<file path="config.mk">
export PLATFORM = sky130hd
export DESIGN_NAME = id_hazard_scoreboard
export DESIGN_NICKNAME = d
export VERILOG_FILES = /design/src/rtl/id_hazard_scoreboard.sv
export SDC_FILE = /design/constraint.sdc
export NUM_CORES = 1
export LEC_CHECK = 0
export BUFFER_PORTS_ARGS = -buffer_cell sky130_fd_sc_hd__clkbuf_2
export CAP_MARGIN = 15
export CORE_MARGIN = 8
export CORE_UTILIZATION = 45
export CTS_CLUSTER_SIZE = 40
export DETAILED_ROUTE_END_ITERATION = 7
export MAX_ROUTING_LAYER = met4
export PLACE_DENSITY = 0.71
export SYNTH_ARGS = -nofsm -noshare
export SYNTH_HDL_FRONTEND = slang
export SYNTH_SLANG_ARGS = --single-unit
</file>
<file path="constraint.sdc">
create_clock -name clk_i -period 6.78 [get_ports clk_i]
set_input_delay 0.339 -clock clk_i [delete_from_list [all_inputs] [get_ports clk_i]]
set_output_delay 0.339 -clock clk_i [all_outputs]
set_load 0.02 [all_outputs]
</file>
<file path="src/rtl/id_hazard_scoreboard.sv">
// id_hazard_scoreboard: ID-stage RAW/WAW hazard scoreboard with operand forwarding.
// Ports: clk_i/reset_i (async active-high); issue_valid_i/es_allowin_i -> issue_ready_o;
// src{1,2}_addr_i/_used_i/_rf_data_i -> src{1,2}_value_o; issue_we_i/issue_dest_i;
// fwd_valid_i/fwd_data_ok_i/fwd_dest_i/fwd_data_i (channel 0 youngest);
// wb_valid_i/wb_we_i/wb_dest_i/wb_data_i retire port; flush_i; stall_cnt_o; err_underflow_o.
module id_hazard_scoreboard #(
  parameter int NREG  = 32,
  parameter int AW    = 5,
  parameter int DW    = 32,
  parameter int NFWD  = 2,
  parameter int CNT_W = 2
) (
  input  logic             clk_i,
  input  logic             reset_i,
  input  logic             issue_valid_i,
  input  logic             es_allowin_i,
  output logic             issue_ready_o,
  input  logic [AW-1:0]    src1_addr_i,
  input  logic [AW-1:0]    src2_addr_i,
  input  logic             src1_used_i,
  input  logic             src2_used_i,
  input  logic [DW-1:0]    src1_rf_data_i,
  input  logic [DW-1:0]    src2_rf_data_i,
  input  logic             issue_we_i,
  input  logic [AW-1:0]    issue_dest_i,
  input  logic [NFWD-1:0]  fwd_valid_i,
  input  logic [NFWD-1:0]  fwd_data_ok_i,
  input  logic [NFWD*AW-1:0] fwd_dest_i,
  input  logic [NFWD*DW-1:0] fwd_data_i,
  input  logic             wb_valid_i,
  input  logic             wb_we_i,
  input  logic [AW-1:0]    wb_dest_i,
  input  logic [DW-1:0]    wb_data_i,
  input  logic             flush_i,
  output logic [DW-1:0]    src1_value_o,
  output logic [DW-1:0]    src2_value_o,
  output logic [31:0]      stall_cnt_o,
  output logic             err_underflow_o
);
  localparam logic [CNT_W-1:0] MAX = {CNT_W{1'b1}};
  logic [CNT_W-1:0] cnt_q [NREG];
  logic [CNT_W-1:0] cnt_d [NREG];
  logic [31:0]      stall_q, stall_d;
  logic             err_q, err_d;
  logic [AW-1:0]    sa  [2];
  logic             su  [2];
  logic [DW-1:0]    srf [2];
  logic [DW-1:0]    sv  [2];
  logic             sh  [2];
  logic             hit [2];
  logic             wbm [2];
  logic             wb_ret, waw_full, issue_fire, inc, dec;
  assign wb_ret = wb_valid_i & wb_we_i;
  // Operand resolution: youngest matching forward channel wins, then the
  // retiring writeback, then the regfile. A pending producer that is not
  // visible on any path makes the source a hazard.
  always_comb begin
    sa[0] = src1_addr_i;
    sa[1] = src2_addr_i;
    su[0] = src1_used_i;
    su[1] = src2_used_i;
    srf[0] = src1_rf_data_i;
    srf[1] = src2_rf_data_i;
    for (int s = 0; s < 2; s++) begin
      hit[s] = 1'b0;
      sv[s] = srf[s];
      sh[s] = 1'b0;
      for (int i = NFWD - 1; i >= 0; i--)
        if (fwd_valid_i[i] && fwd_dest_i[i*AW +: AW] == sa[s]) begin
          hit[s] = 1'b1;
          sv[s] = fwd_data_i[i*DW +: DW];
          sh[s] = ~fwd_data_ok_i[i];
        end
      wbm[s] = wb_ret & (wb_dest_i == sa[s]);
      if (!hit[s]) begin
        sv[s] = wbm[s] ? wb_data_i : srf[s];
        sh[s] = (cnt_q[sa[s]] > CNT_W'(1)) | ((cnt_q[sa[s]] == CNT_W'(1)) & ~wbm[s]);
      end
      if (sa[s] == '0) begin
        sv[s] = '0;
        sh[s] = 1'b0;
      end
      if (!su[s]) sh[s] = 1'b0;
    end
  end
  assign src1_value_o = sv[0];
  assign src2_value_o = sv[1];
  // A saturated writer counter may still accept one more writer when the
  // same register retires this cycle, since the net count does not change.
  assign waw_full = issue_we_i & (issue_dest_i != '0) & (cnt_q[issue_dest_i] == MAX)
                  & ~(wb_ret & (wb_dest_i == issue_dest_i));
  assign issue_ready_o = es_allowin_i & ~sh[0] & ~sh[1] & ~waw_full & ~flush_i;
  assign issue_fire = issue_valid_i & issue_ready_o;
  always_comb begin
    err_d = err_q;
    inc = 1'b0;
    dec = 1'b0;
    for (int r = 0; r < NREG; r++) begin
      inc = issue_fire & issue_we_i & (issue_dest_i == AW'(r)) & (r != 0);
      dec = wb_ret & (wb_dest_i == AW'(r)) & (r != 0);
      cnt_d[r] = flush_i ? '0 :
                 (inc & ~dec) ? cnt_q[r] + CNT_W'(1) :
                 (dec & ~inc & (cnt_q[r] != '0)) ? cnt_q[r] - CNT_W'(1) : cnt_q[r];
      if (!flush_i && dec && !inc && cnt_q[r] == '0) err_d = 1'b1;
    end
    stall_d = stall_q + 32'(issue_valid_i & ~issue_ready_o);
  end
  always_ff @(posedge clk_i or posedge reset_i)
    if (reset_i) begin
      for (int r = 0; r < NREG; r++) cnt_q[r] <= '0;
      stall_q <= '0;
      err_q <= 1'b0;
    end else begin
      cnt_q <= cnt_d;
      stall_q <= stall_d;
      err_q <= err_d;
    end
  assign stall_cnt_o = stall_q;
  assign err_underflow_o = err_q;
endmodule

</file>
==> results of run 1 <==
layout make-up:
cell class	instances	share of cell area
Antenna cell	5	0.00105
Clock buffer	9	0.0189
Clock inverter	7	0.00703
Inverter	13	0.00430
Multi-Input combinational cell	1088	0.605
Sequential cell	95	0.199
Tap cell	280	0.0294
Timing Repair Buffer	315	0.135
synthesized netlist by cell type (5+ instances only):
library cell / number
sky130_fd_sc_hd__a211oi_1: 87
sky130_fd_sc_hd__a21o_1: 6
sky130_fd_sc_hd__a21oi_1: 126
sky130_fd_sc_hd__a221oi_1: 7
sky130_fd_sc_hd__a22oi_1: 9
sky130_fd_sc_hd__a311oi_1: 9
sky130_fd_sc_hd__and2_1: 12
sky130_fd_sc_hd__and3_1: 13
sky130_fd_sc_hd__and4_1: 6
sky130_fd_sc_hd__buf_1: 10
sky130_fd_sc_hd__buf_2: 15
sky130_fd_sc_hd__buf_6: 5
sky130_fd_sc_hd__clkbuf_1: 70
sky130_fd_sc_hd__dfrtp_1: 95
sky130_fd_sc_hd__inv_1: 12
sky130_fd_sc_hd__mux2i_1: 92
sky130_fd_sc_hd__mux4_2: 26
sky130_fd_sc_hd__nand2_1: 83
sky130_fd_sc_hd__nand2b_1: 25
sky130_fd_sc_hd__nand3_1: 44
sky130_fd_sc_hd__nand3b_1: 6
sky130_fd_sc_hd__nand4_1: 15
sky130_fd_sc_hd__nor2_1: 192
sky130_fd_sc_hd__nor2b_1: 22
sky130_fd_sc_hd__nor3_1: 46
sky130_fd_sc_hd__nor4_1: 36
sky130_fd_sc_hd__o211ai_1: 8
sky130_fd_sc_hd__o21a_1: 16
sky130_fd_sc_hd__o21ai_0: 23
sky130_fd_sc_hd__o21ai_1: 14
sky130_fd_sc_hd__o21bai_1: 5
sky130_fd_sc_hd__o311a_1: 6
sky130_fd_sc_hd__or2_2: 5
sky130_fd_sc_hd__or3_1: 12
sky130_fd_sc_hd__xnor2_1: 33
sky130_fd_sc_hd__xor2_1: 34
power breakdown:
group / internal, mW / switching (mW) / total [mW]
sequential: 0.587 / 0.0252 / 0.612
combinational: 0.184 / 0.338 / 0.522
clock: 0.265 / 0.264 / 0.529
per-layer routing:
metal  wire length [um]  GRT usage  up-vias
li1                   -          -     5292
met1              16300      0.379     5580
met2              19300      0.464      755
met3               5120     0.0657      144
met4               2000      0.152        0
met5                  0          -        -
kinds of logic (layout without fill, tap and decap cells):
kind of cell | count (synthesis) | in the layout
and+or+nand+nor | 538 | 538
DFF | 95 | 95
muxes | 124 | 124
other | 0 | 5
xor gates and xnor gates | 67 | 67
buffers and inverters | 114 | 344
AOI/OAI and AO/OA | 357 | 357
adders and majority gates | 2 | 2
worst min path at each step:
stage | cells past startpoint | endpoint | startpoint | slack (ns)
4_1_cts | 2 | cnt_q[19] | reset_i | 0.07
6_report | 2 | cnt_q[19] | reset_i | 0.04
3_3_place_gp | 2 | cnt_q[5] | reset_i | 0.46
3_5_place_dp | 2 | stall_cnt_o[0] | reset_i | 0.47
5_1_grt | 2 | cnt_q[19] | reset_i | 0.12
2_1_floorplan | 1 | cnt_q[60] | cnt_q[60] | 0.51
cell usage in the layout, fill, tap and decap left out, types with 14 or more instances in the layout:
cell type	synthesis	final
sky130_fd_sc_hd__o21a_1	16	16
sky130_fd_sc_hd__clkbuf_2	0	301
sky130_fd_sc_hd__nor2b_1	22	22
sky130_fd_sc_hd__xor2_1	34	34
sky130_fd_sc_hd__a21oi_1	126	126
sky130_fd_sc_hd__nand2b_1	25	25
sky130_fd_sc_hd__o21ai_1	14	14
sky130_fd_sc_hd__nor2_1	192	191
sky130_fd_sc_hd__dfrtp_1	95	95
sky130_fd_sc_hd__mux4_2	26	26
sky130_fd_sc_hd__o21ai_0	23	23
sky130_fd_sc_hd__nor4_1	36	36
sky130_fd_sc_hd__nor3_1	46	46
sky130_fd_sc_hd__xnor2_1	33	33
sky130_fd_sc_hd__mux2i_1	92	92
sky130_fd_sc_hd__nand4_1	15	15
sky130_fd_sc_hd__a211oi_1	87	87
sky130_fd_sc_hd__nand3_1	44	42
sky130_fd_sc_hd__nand2_1	83	83
sky130_fd_sc_hd__buf_4	1	14
registers in the layout (all words and copies together), names as in the netlist:
name,cells
err_underflow_o,1
cnt_q,62
stall_cnt_o,32
==> metrics.txt, run 1 <==
# TYPE chip_impl_metric gauge
chip_impl_metric{name="timing.slew.headroom",unit=""} 0.343
chip_impl_metric{name="grt_pass1_wl",unit="um"} 63600
chip_impl_metric{name="worst_setup_hold_path_clk_slew",unit="ns"} 0.08
chip_impl_info{name="run_status",value="finished, final reports clean"} 1
chip_impl_metric{name="synth_fp_nets",unit=""} 1503
chip_impl_metric{name="vdd_ir_drop_max",unit="uV"} 144
chip_impl_metric{name="cellPowerDensity",unit="nW/um2"} 139
chip_impl_metric{name="final.setup.tns",unit="ns"} 0
chip_impl_metric{name="track_usage",unit=""} 0.305
chip_impl_metric{name="htreeDepth",unit=""} 3
chip_impl_metric{name="critical_path_required",unit="ns"} 7.03
chip_impl_metric{name="synth_seq_area_share",unit=""} 0.236
chip_impl_metric{name="fin_crit",unit="ns"} 5.14
chip_impl_metric{name="multiInputGateArea",unit="um2"} 7210
chip_impl_info{name="cpLargestDelayFamily",value="simple AND/OR/NAND/NOR gates"} 1
chip_impl_metric{name="worst-path-buf-inv",unit=""} 3
chip_impl_metric{name="max_freq",unit="MHz"} 195
chip_impl_info{name="crit_path_end_kind",value="flip-flop"} 1
chip_impl_metric{name="final_min_period_over_clock_period",unit=""} 0.758
chip_impl_metric{name="start_util",unit=""} 0.459
chip_impl_metric{name="postSynthAreaPerCell",unit="um2"} 7.76
chip_impl_info{name="ctsRootBufferMaster",value="sky130_fd_sc_hd__clkbuf_16"} 1
chip_impl_metric{name="clkLatencyLatePin",unit="ns"} 0.36
chip_impl_metric{name="post_route_cell_area",unit="um2"} 11900
chip_impl_metric{name="tightest_slew",unit="ns"} 0.961
chip_impl_metric{name="count_of_placed_standard_cells_in_the_final_layout_fillers_left_out",unit=""} 1812
chip_impl_metric{name="first_global_vias",unit=""} 11000
chip_impl_info{name="timing.rr.start",value="cnt_q[16]"} 1
chip_impl_info{name="crit_chain",value="nand2_1, mux4_2, mux4_2, a211oi_1, buf_4, a21oi_4, nand2_2, buf_4, and2_1, ha_1, ha_1, nand2_1, nor2_1, and4_1, nor2b_1, nor2b_1, inv_1, nor2_1, nand2_1, xnor2_1"} 1
chip_impl_info{name="critical_path.slowest_cell",value="sky130_fd_sc_hd__dfrtp_1"} 1
chip_impl_info{name="main_combinational_cell_family_by_area_after_synthesis",value="simple AND/OR/NAND/NOR gates"} 1
chip_impl_metric{name="critical_path.max_fanout",unit=""} 24
chip_impl_metric{name="post_synth_mux_area_share",unit=""} 0.156
chip_impl_metric{name="post-route-worst-setup-slack",unit="ns"} 1.64
chip_impl_metric{name="pre_cts_slack",unit="ns"} 1.45
chip_impl_metric{name="die_height",unit="um"} 166
chip_impl_metric{name="maxSlewViolCount",unit=""} 0
chip_impl_metric{name="synth_simple_gate_area_frac",unit=""} 0.262
chip_impl_metric{name="synth.ff_latch_count",unit=""} 95
chip_impl_info{name="startpoint_type",value="flip-flop"} 1
chip_impl_metric{name="synth_async_sr_flop_share",unit=""} 1.00
chip_impl_metric{name="cts.repair.resized",unit=""} 0
chip_impl_metric{name="antenna_left",unit=""} 0
chip_impl_metric{name="coreArea",unit="um2"} 21900
chip_impl_metric{name="ios",unit=""} 302
chip_impl_metric{name="synth-xor-area-share",unit=""} 0.0583
chip_impl_info{name="critPathKind",value="reg2reg"} 1
chip_impl_metric{name="worst_case_hold_slack",unit="ns"} 0.0370
chip_impl_metric{name="drc",unit=""} 0
chip_impl_info{name="timing.critical_path.mode_cell",value="sky130_fd_sc_hd__nand2_1"} 1
chip_impl_metric{name="drt_pre_antenna_iters",unit=""} 8
chip_impl_metric{name="synth_cells",unit=""} 1297
chip_impl_metric{name="drt_wl_total",unit="um"} 42700
chip_impl_metric{name="grt_antenna_before_repair",unit=""} 4
chip_impl_metric{name="post_drt_wl_per_cell",unit="um"} 23.6
chip_impl_info{name="most_used_dff_post_synth",value="sky130_fd_sc_hd__dfrtp_1"} 1
chip_impl_metric{name="initialDrtViolationCount",unit=""} 1469
chip_impl_metric{name="max_cap_violations",unit=""} 0
chip_impl_metric{name="placed_cells_incl_taps",unit=""} 1791
chip_impl_metric{name="post_dp_cell_area",unit="um2"} 11600
chip_impl_metric{name="timing.reg2reg.worst_path_depth",unit=""} 20
chip_impl_metric{name="drive_above_1_share",unit=""} 0.252
chip_impl_metric{name="port_buffer_count",unit=""} 301
chip_impl_metric{name="fillCellCount",unit=""} 2126
chip_impl_metric{name="synthesis_to_layout_area_growth",unit="%"} 18.6
chip_impl_metric{name="cts_inserted_buffers",unit=""} 9
chip_impl_info{name="setup_repair_after_global_routing_missed_its_margin",value="false"} 1
chip_impl_info{name="tritoncts",value="done"} 1
chip_impl_metric{name="power.leakage",unit="nW"} 5.55
chip_impl_metric{name="placement_rows",unit=""} 54
chip_impl_metric{name="post-cts-setup-buffers",unit=""} 0
chip_impl_metric{name="ctsHoldBuffers",unit=""} 0
chip_impl_metric{name="layout.nets",unit=""} 1728
chip_impl_metric{name="hold_violations",unit=""} 0
chip_impl_metric{name="hpwl",unit="um"} 33400
chip_impl_metric{name="synthDominantCellAreaShare",unit=""} 0.236
chip_impl_metric{name="yosysWarningCount",unit=""} 0
chip_impl_metric{name="gp_congestion",unit=""} 1.06
chip_impl_info{name="synth.top_cells.by_area",value="sky130_fd_sc_hd__dfrtp_1 (24%), sky130_fd_sc_hd__mux2i_1 (9.2%), sky130_fd_sc_hd__nor2_1 (7.2%)"} 1
chip_impl_metric{name="area_fraction_in_compound_gates_after_synthesis",unit=""} 0.236
chip_impl_info{name="critPathLaunch",value="cnt_q[16]"} 1
chip_impl_metric{name="ys_types",unit=""} 79
chip_impl_metric{name="dieWidth",unit="um"} 166
chip_impl_metric{name="clock_sinks",unit=""} 95
chip_impl_info{name="critPathCapture",value="stall_cnt_o[28]"} 1
chip_impl_metric{name="via_per_inst",unit=""} 6.50
chip_impl_metric{name="setup.reg_to_reg.worst_slack",unit="ns"} 1.64
chip_impl_metric{name="cpPeakStageDelay",unit="ns"} 0.55
chip_impl_metric{name="overflow_left_after_global_routing",unit=""} 0
chip_impl_metric{name="setup_viol",unit=""} 0
chip_impl_metric{name="post-route-util",unit=""} 0.545
chip_impl_metric{name="synth_fa_ha_area_frac",unit=""} 0.00249
chip_impl_metric{name="layout.area.seq",unit="um2"} 2380
chip_impl_metric{name="number_of_flops_mapped_to_enable_cells_by_yosys",unit=""} 0
chip_impl_metric{name="worst-endpoint-arrival",unit="ns"} 5.39
chip_impl_info{name="r2r-end",value="stall_cnt_o[28]"} 1
chip_impl_metric{name="timing.clock.skew",unit="ns"} 0.00868
chip_impl_info{name="hold_path.class",value="in2async"} 1
chip_impl_metric{name="grt_max_degree",unit=""} 65
chip_impl_metric{name="floorplan_die_area",unit="um2"} 27400
chip_impl_metric{name="cts_max_path_buffers",unit=""} 2
chip_impl_metric{name="synthesis.area",unit="um2"} 10100
chip_impl_metric{name="totalPowerFinal",unit="mW"} 1.66
chip_impl_metric{name="via_count",unit=""} 11800
chip_impl_info{name="synthDominantAreaCellType",value="sky130_fd_sc_hd__dfrtp_1"} 1
chip_impl_metric{name="cp_num_cells",unit=""} 20
(Power assumes the default switching activity.)
==> run 2, diff against run 1 <==
- ABC_AREA: default -> 1
- PLACE_DENSITY: 0.71 -> 0.73
- clock period: 6.78 -> 4.2 ns (I/O delays scaled with it)
==> run 2 against run 1 <==
Net effect:
- the run now ends with negative hold slack left
- worst setup slack worse by 1.3 ns
- clock skew is 0.0066 ns higher
- global-route usage increased by 6.9 points
- non-clock buffer count rose by 68
- clock-buffer cell count unchanged
- largest cell class unchanged
- critical path type unchanged
- critical endpoint is now stall_cnt_o[31]
==> metrics.txt, run 2 <==
# TYPE chip_impl_metric gauge
chip_impl_info{name="run_status",value="complete, but fails checks"} 1
chip_impl_info{name="violated_checks",value="negative hold slack"} 1
chip_impl_metric{name="floorplan_die_area",unit="um2"} 28800
chip_impl_metric{name="final_min_period_over_clock_period",unit=""} 0.920
chip_impl_info{name="timing.rr.start",value="cnt_q[20]"} 1
chip_impl_info{name="hold_path.class",value="in2async"} 1
chip_impl_metric{name="coreArea",unit="um2"} 23300
chip_impl_metric{name="number_of_flops_mapped_to_enable_cells_by_yosys",unit=""} 0
chip_impl_info{name="ctsRootBufferMaster",value="sky130_fd_sc_hd__clkbuf_16"} 1
chip_impl_metric{name="timing.slew.headroom",unit=""} 0.394
chip_impl_metric{name="worst-endpoint-arrival",unit="ns"} 4.12
chip_impl_info{name="startpoint_type",value="flip-flop"} 1
chip_impl_metric{name="drive_above_1_share",unit=""} 0.197
chip_impl_metric{name="post_drt_wl_per_cell",unit="um"} 21.4
chip_impl_metric{name="postSynthAreaPerCell",unit="um2"} 5.57
chip_impl_metric{name="max_cap_violations",unit=""} 0
chip_impl_metric{name="port_buffer_count",unit=""} 301
chip_impl_metric{name="layout.area.seq",unit="um2"} 2390
chip_impl_info{name="synthDominantAreaCellType",value="sky130_fd_sc_hd__dfrtp_1"} 1
chip_impl_metric{name="yosysWarningCount",unit=""} 0
chip_impl_metric{name="clock_sinks",unit=""} 95
chip_impl_metric{name="ys_types",unit=""} 40
chip_impl_metric{name="timing.clock.skew",unit="ns"} 0.0152
chip_impl_metric{name="maxSlewViolCount",unit=""} 0
chip_impl_metric{name="max_freq",unit="MHz"} 259
chip_impl_metric{name="synth_seq_area_share",unit=""} 0.224
chip_impl_metric{name="layout.nets",unit=""} 2408
chip_impl_metric{name="multiInputGateArea",unit="um2"} 6930
chip_impl_info{name="synthMostInstantiatedCell",value="sky130_fd_sc_hd__nand2_1"} 1
chip_impl_metric{name="fin_crit",unit="ns"} 3.86
chip_impl_metric{name="first_global_vias",unit=""} 13800
chip_impl_metric{name="overflow_left_after_global_routing",unit=""} 0
chip_impl_metric{name="ctsHoldBuffers",unit=""} 0
chip_impl_info{name="final_common_cell",value="sky130_fd_sc_hd__nand2_1"} 1
chip_impl_metric{name="drt_wl_total",unit="um"} 54200
chip_impl_metric{name="grt_max_degree",unit=""} 72
chip_impl_metric{name="drc",unit=""} 0
chip_impl_info{name="timing.critical_path.mode_cell",value="sky130_fd_sc_hd__nand3_1"} 1
chip_impl_metric{name="cts_max_path_buffers",unit=""} 2
chip_impl_metric{name="critical_path_required",unit="ns"} 4.46
chip_impl_metric{name="ios",unit=""} 302
chip_impl_metric{name="setup_viol",unit=""} 0
chip_impl_info{name="synth.top_cells.by_area",value="sky130_fd_sc_hd__dfrtp_1 (22%), sky130_fd_sc_hd__nand2_1 (16%), sky130_fd_sc_hd__nor2_1 (8.8%)"} 1
chip_impl_metric{name="worst_case_hold_slack",unit="ns"} -0.000174
chip_impl_metric{name="vdd_ir_drop_max",unit="uV"} 190
chip_impl_metric{name="synth.ff_latch_count",unit=""} 95
chip_impl_info{name="top_cells_by_instance_count_after_synthesis",value="sky130_fd_sc_hd__nand2_1 (450), sky130_fd_sc_hd__nor2_1 (249), sky130_fd_sc_hd__inv_1 (234), sky130_fd_sc_hd__nand3_1 (181), sky130_fd_sc_hd__o21ai_0 (167)"} 1
chip_impl_info{name="r2r-end",value="stall_cnt_o[31]"} 1
chip_impl_metric{name="grt_pass1_wl",unit="um"} 81000
chip_impl_metric{name="fillCellCount",unit=""} 2469
chip_impl_metric{name="hold_violations",unit=""} 2
chip_impl_metric{name="synthDominantCellAreaShare",unit=""} 0.224
chip_impl_info{name="cpLargestDelayFamily",value="simple AND/OR/NAND/NOR gates"} 1
chip_impl_metric{name="worst_setup_hold_path_clk_slew",unit="ns"} 0.08
chip_impl_metric{name="grt_antenna_before_repair",unit=""} 1
chip_impl_metric{name="synth_fp_nets",unit=""} 2114
chip_impl_info{name="crit_path_end_kind",value="flip-flop"} 1
chip_impl_info{name="tritoncts",value="done"} 1
chip_impl_info{name="critPathLaunch",value="cnt_q[20]"} 1
chip_impl_metric{name="clkLatencyLatePin",unit="ns"} 0.37
chip_impl_metric{name="worst-path-buf-inv",unit=""} 4
chip_impl_metric{name="timing.reg2reg.worst_path_depth",unit=""} 27
chip_impl_metric{name="gp_congestion",unit=""} 1.05
chip_impl_metric{name="start_util",unit=""} 0.455
chip_impl_info{name="critPathKind",value="reg2reg"} 1
chip_impl_info{name="most_used_dff_post_synth",value="sky130_fd_sc_hd__dfrtp_1"} 1
chip_impl_metric{name="track_usage",unit=""} 0.375
chip_impl_metric{name="tightest_slew",unit="ns"} 0.909
chip_impl_metric{name="cpPeakStageDelay",unit="ns"} 0.57
chip_impl_metric{name="setup.reg_to_reg.worst_slack",unit="ns"} 0.34
chip_impl_info{name="largest-register",value="cnt_q"} 1
chip_impl_metric{name="drt_pre_antenna_iters",unit=""} 6
chip_impl_info{name="setup_repair_after_global_routing_missed_its_margin",value="false"} 1
chip_impl_metric{name="critical_path.max_fanout",unit=""} 6
chip_impl_info{name="critical_path.slowest_cell",value="sky130_fd_sc_hd__dfrtp_1"} 1
chip_impl_metric{name="largest_reg_flops",unit=""} 62
chip_impl_metric{name="antenna_left",unit=""} 0
chip_impl_metric{name="htreeDepth",unit=""} 3
chip_impl_metric{name="cp_num_cells",unit=""} 27
chip_impl_info{name="critPathCapture",value="stall_cnt_o[31]"} 1
chip_impl_metric{name="synth_cells",unit=""} 1908
chip_impl_metric{name="power.leakage",unit="nW"} 6.73
chip_impl_metric{name="cellPowerDensity",unit="nW/um2"} 236
chip_impl_metric{name="initialDrtViolationCount",unit=""} 2255
chip_impl_metric{name="die_height",unit="um"} 170
chip_impl_metric{name="synthesis_to_layout_area_growth",unit="%"} 23.7
chip_impl_metric{name="synth_async_sr_flop_share",unit=""} 1.00
chip_impl_metric{name="cts_inserted_buffers",unit=""} 9
chip_impl_metric{name="via_per_inst",unit=""} 5.88
chip_impl_info{name="most_used_cells_in_the_layout_excluding_fill_and_tap_cells",value="sky130_fd_sc_hd__nand2_1 (450), sky130_fd_sc_hd__clkbuf_2 (301), sky130_fd_sc_hd__nor2_1 (248)"} 1
chip_impl_metric{name="via_count",unit=""} 14900
chip_impl_metric{name="dieWidth",unit="um"} 170
chip_impl_metric{name="hpwl",unit="um"} 43100
chip_impl_metric{name="placement_rows",unit=""} 56
chip_impl_metric{name="final.setup.tns",unit="ns"} 0
chip_impl_metric{name="synthesis.area",unit="um2"} 10600
run 2: changes by cell type in the layout (fill, tap and decap cells not counted), moves of 84 or more:
cell	before	now
sky130_fd_sc_hd__nand3_1	42	179
sky130_fd_sc_hd__o21ai_0	23	164
sky130_fd_sc_hd__a211oi_1	87	0
sky130_fd_sc_hd__o22ai_1	2	86
sky130_fd_sc_hd__nand2_1	83	450
sky130_fd_sc_hd__inv_1	11	232
sky130_fd_sc_hd__mux2i_1	92	0
run 2: power by group:
part           total [mW]  internal [mW]  switching, mW  leakage (nW)
Clock               0.896          0.476          0.420         0.151
Combinational        1.11          0.369          0.741          5.34
Sequential           1.09          0.982          0.110          1.24
run 2: how the worst min path moves through the flow:
stage	endpoint	from	depth (start not counted)
finish	cnt_q[42]	reset_i	2
detailed placement	cnt_q[42]	reset_i	2
CTS	cnt_q[43]	reset_i	2
floorplan	stall_cnt_o[0]	issue_valid_i	3
global placement	cnt_q[43]	reset_i	2
global route	cnt_q[43]	reset_i	2
run 2: worst register-to-register path, stage by stage (launching register included):
cell and delay [ns]:
sky130_fd_sc_hd__dfrtp_1 0.57, sky130_fd_sc_hd__nand2_1 0.09, sky130_fd_sc_hd__nand3_1 0.09, sky130_fd_sc_hd__nand3_1 0.09, sky130_fd_sc_hd__nand3_1 0.10, sky130_fd_sc_hd__nand3_1 0.08
sky130_fd_sc_hd__nand2_1 0.08, sky130_fd_sc_hd__nand2_1 0.06, sky130_fd_sc_hd__a21oi_2 0.24, sky130_fd_sc_hd__nor2_2 0.07, sky130_fd_sc_hd__nand2_2 0.10, sky130_fd_sc_hd__nand2_1 0.06
sky130_fd_sc_hd__inv_1 0.05, sky130_fd_sc_hd__ha_1 0.15, sky130_fd_sc_hd__and3_1 0.17, sky130_fd_sc_hd__inv_1 0.04, sky130_fd_sc_hd__nor2_1 0.15, sky130_fd_sc_hd__nand4_1 0.10
sky130_fd_sc_hd__inv_1 0.09, sky130_fd_sc_hd__nand4_1 0.08, sky130_fd_sc_hd__nor2_1 0.11, sky130_fd_sc_hd__nand3_1 0.12, sky130_fd_sc_hd__nor4_1 0.25, sky130_fd_sc_hd__buf_4 0.18
sky130_fd_sc_hd__nand3_1 0.10, sky130_fd_sc_hd__nor2_1 0.22, sky130_fd_sc_hd__nand4_1 0.14, sky130_fd_sc_hd__xnor2_1 0.15
run 2: cells by family after synthesis:
kind of cell             after synthesis  synth area share
buffers and inverters                346             0.126
AND/OR/NAND/NOR                     1043             0.420
XOR/XNOR                              35            0.0288
flip-flops                            95             0.224
adder cells (fa/ha/maj)                2           0.00235
AO/OA/AOI/OAI                        387             0.198
run 2: stage by stage:
step	power (mW)	util	setup WS, ns	area, um2	cells
finish	3.10	0.563	0.335	13100	2527
global route	3.25	0.563	0.00332	13100	2527
CTS	3.07	0.562	0.144	13100	2525
detailed placement	2.18	0.548	0.0479	12800	2509
global placement	2.17	0.548	0.0919	12800	2509
floorplan	1.68	-	0.401	10600	1908
run 2: cell type report:
class | instances | share of cell area
antenna | 1 | 0.000190
clock buffer | 9 | 0.0171
clock inverter | 7 | 0.00695
inverter | 246 | 0.0704
multi-input combinational | 1467 | 0.527
sequential | 95 | 0.182
tap | 319 | 0.0304
timing repair buffer | 383 | 0.166
run 2: timing repair:
| action | 4_1_cts | 5_1_grt |
|---|---|---|
| setup endpoints to repair | 0 | 9 |
| resized for setup | 0 | 17 |
| buffers inserted | 0 | 1 |
run 2: layer usage:
metal  GRT usage  wire [um]
met1       0.491      21500
met2       0.557      23700
met3      0.0716       6560
met4       0.154       2500
met5           -          0
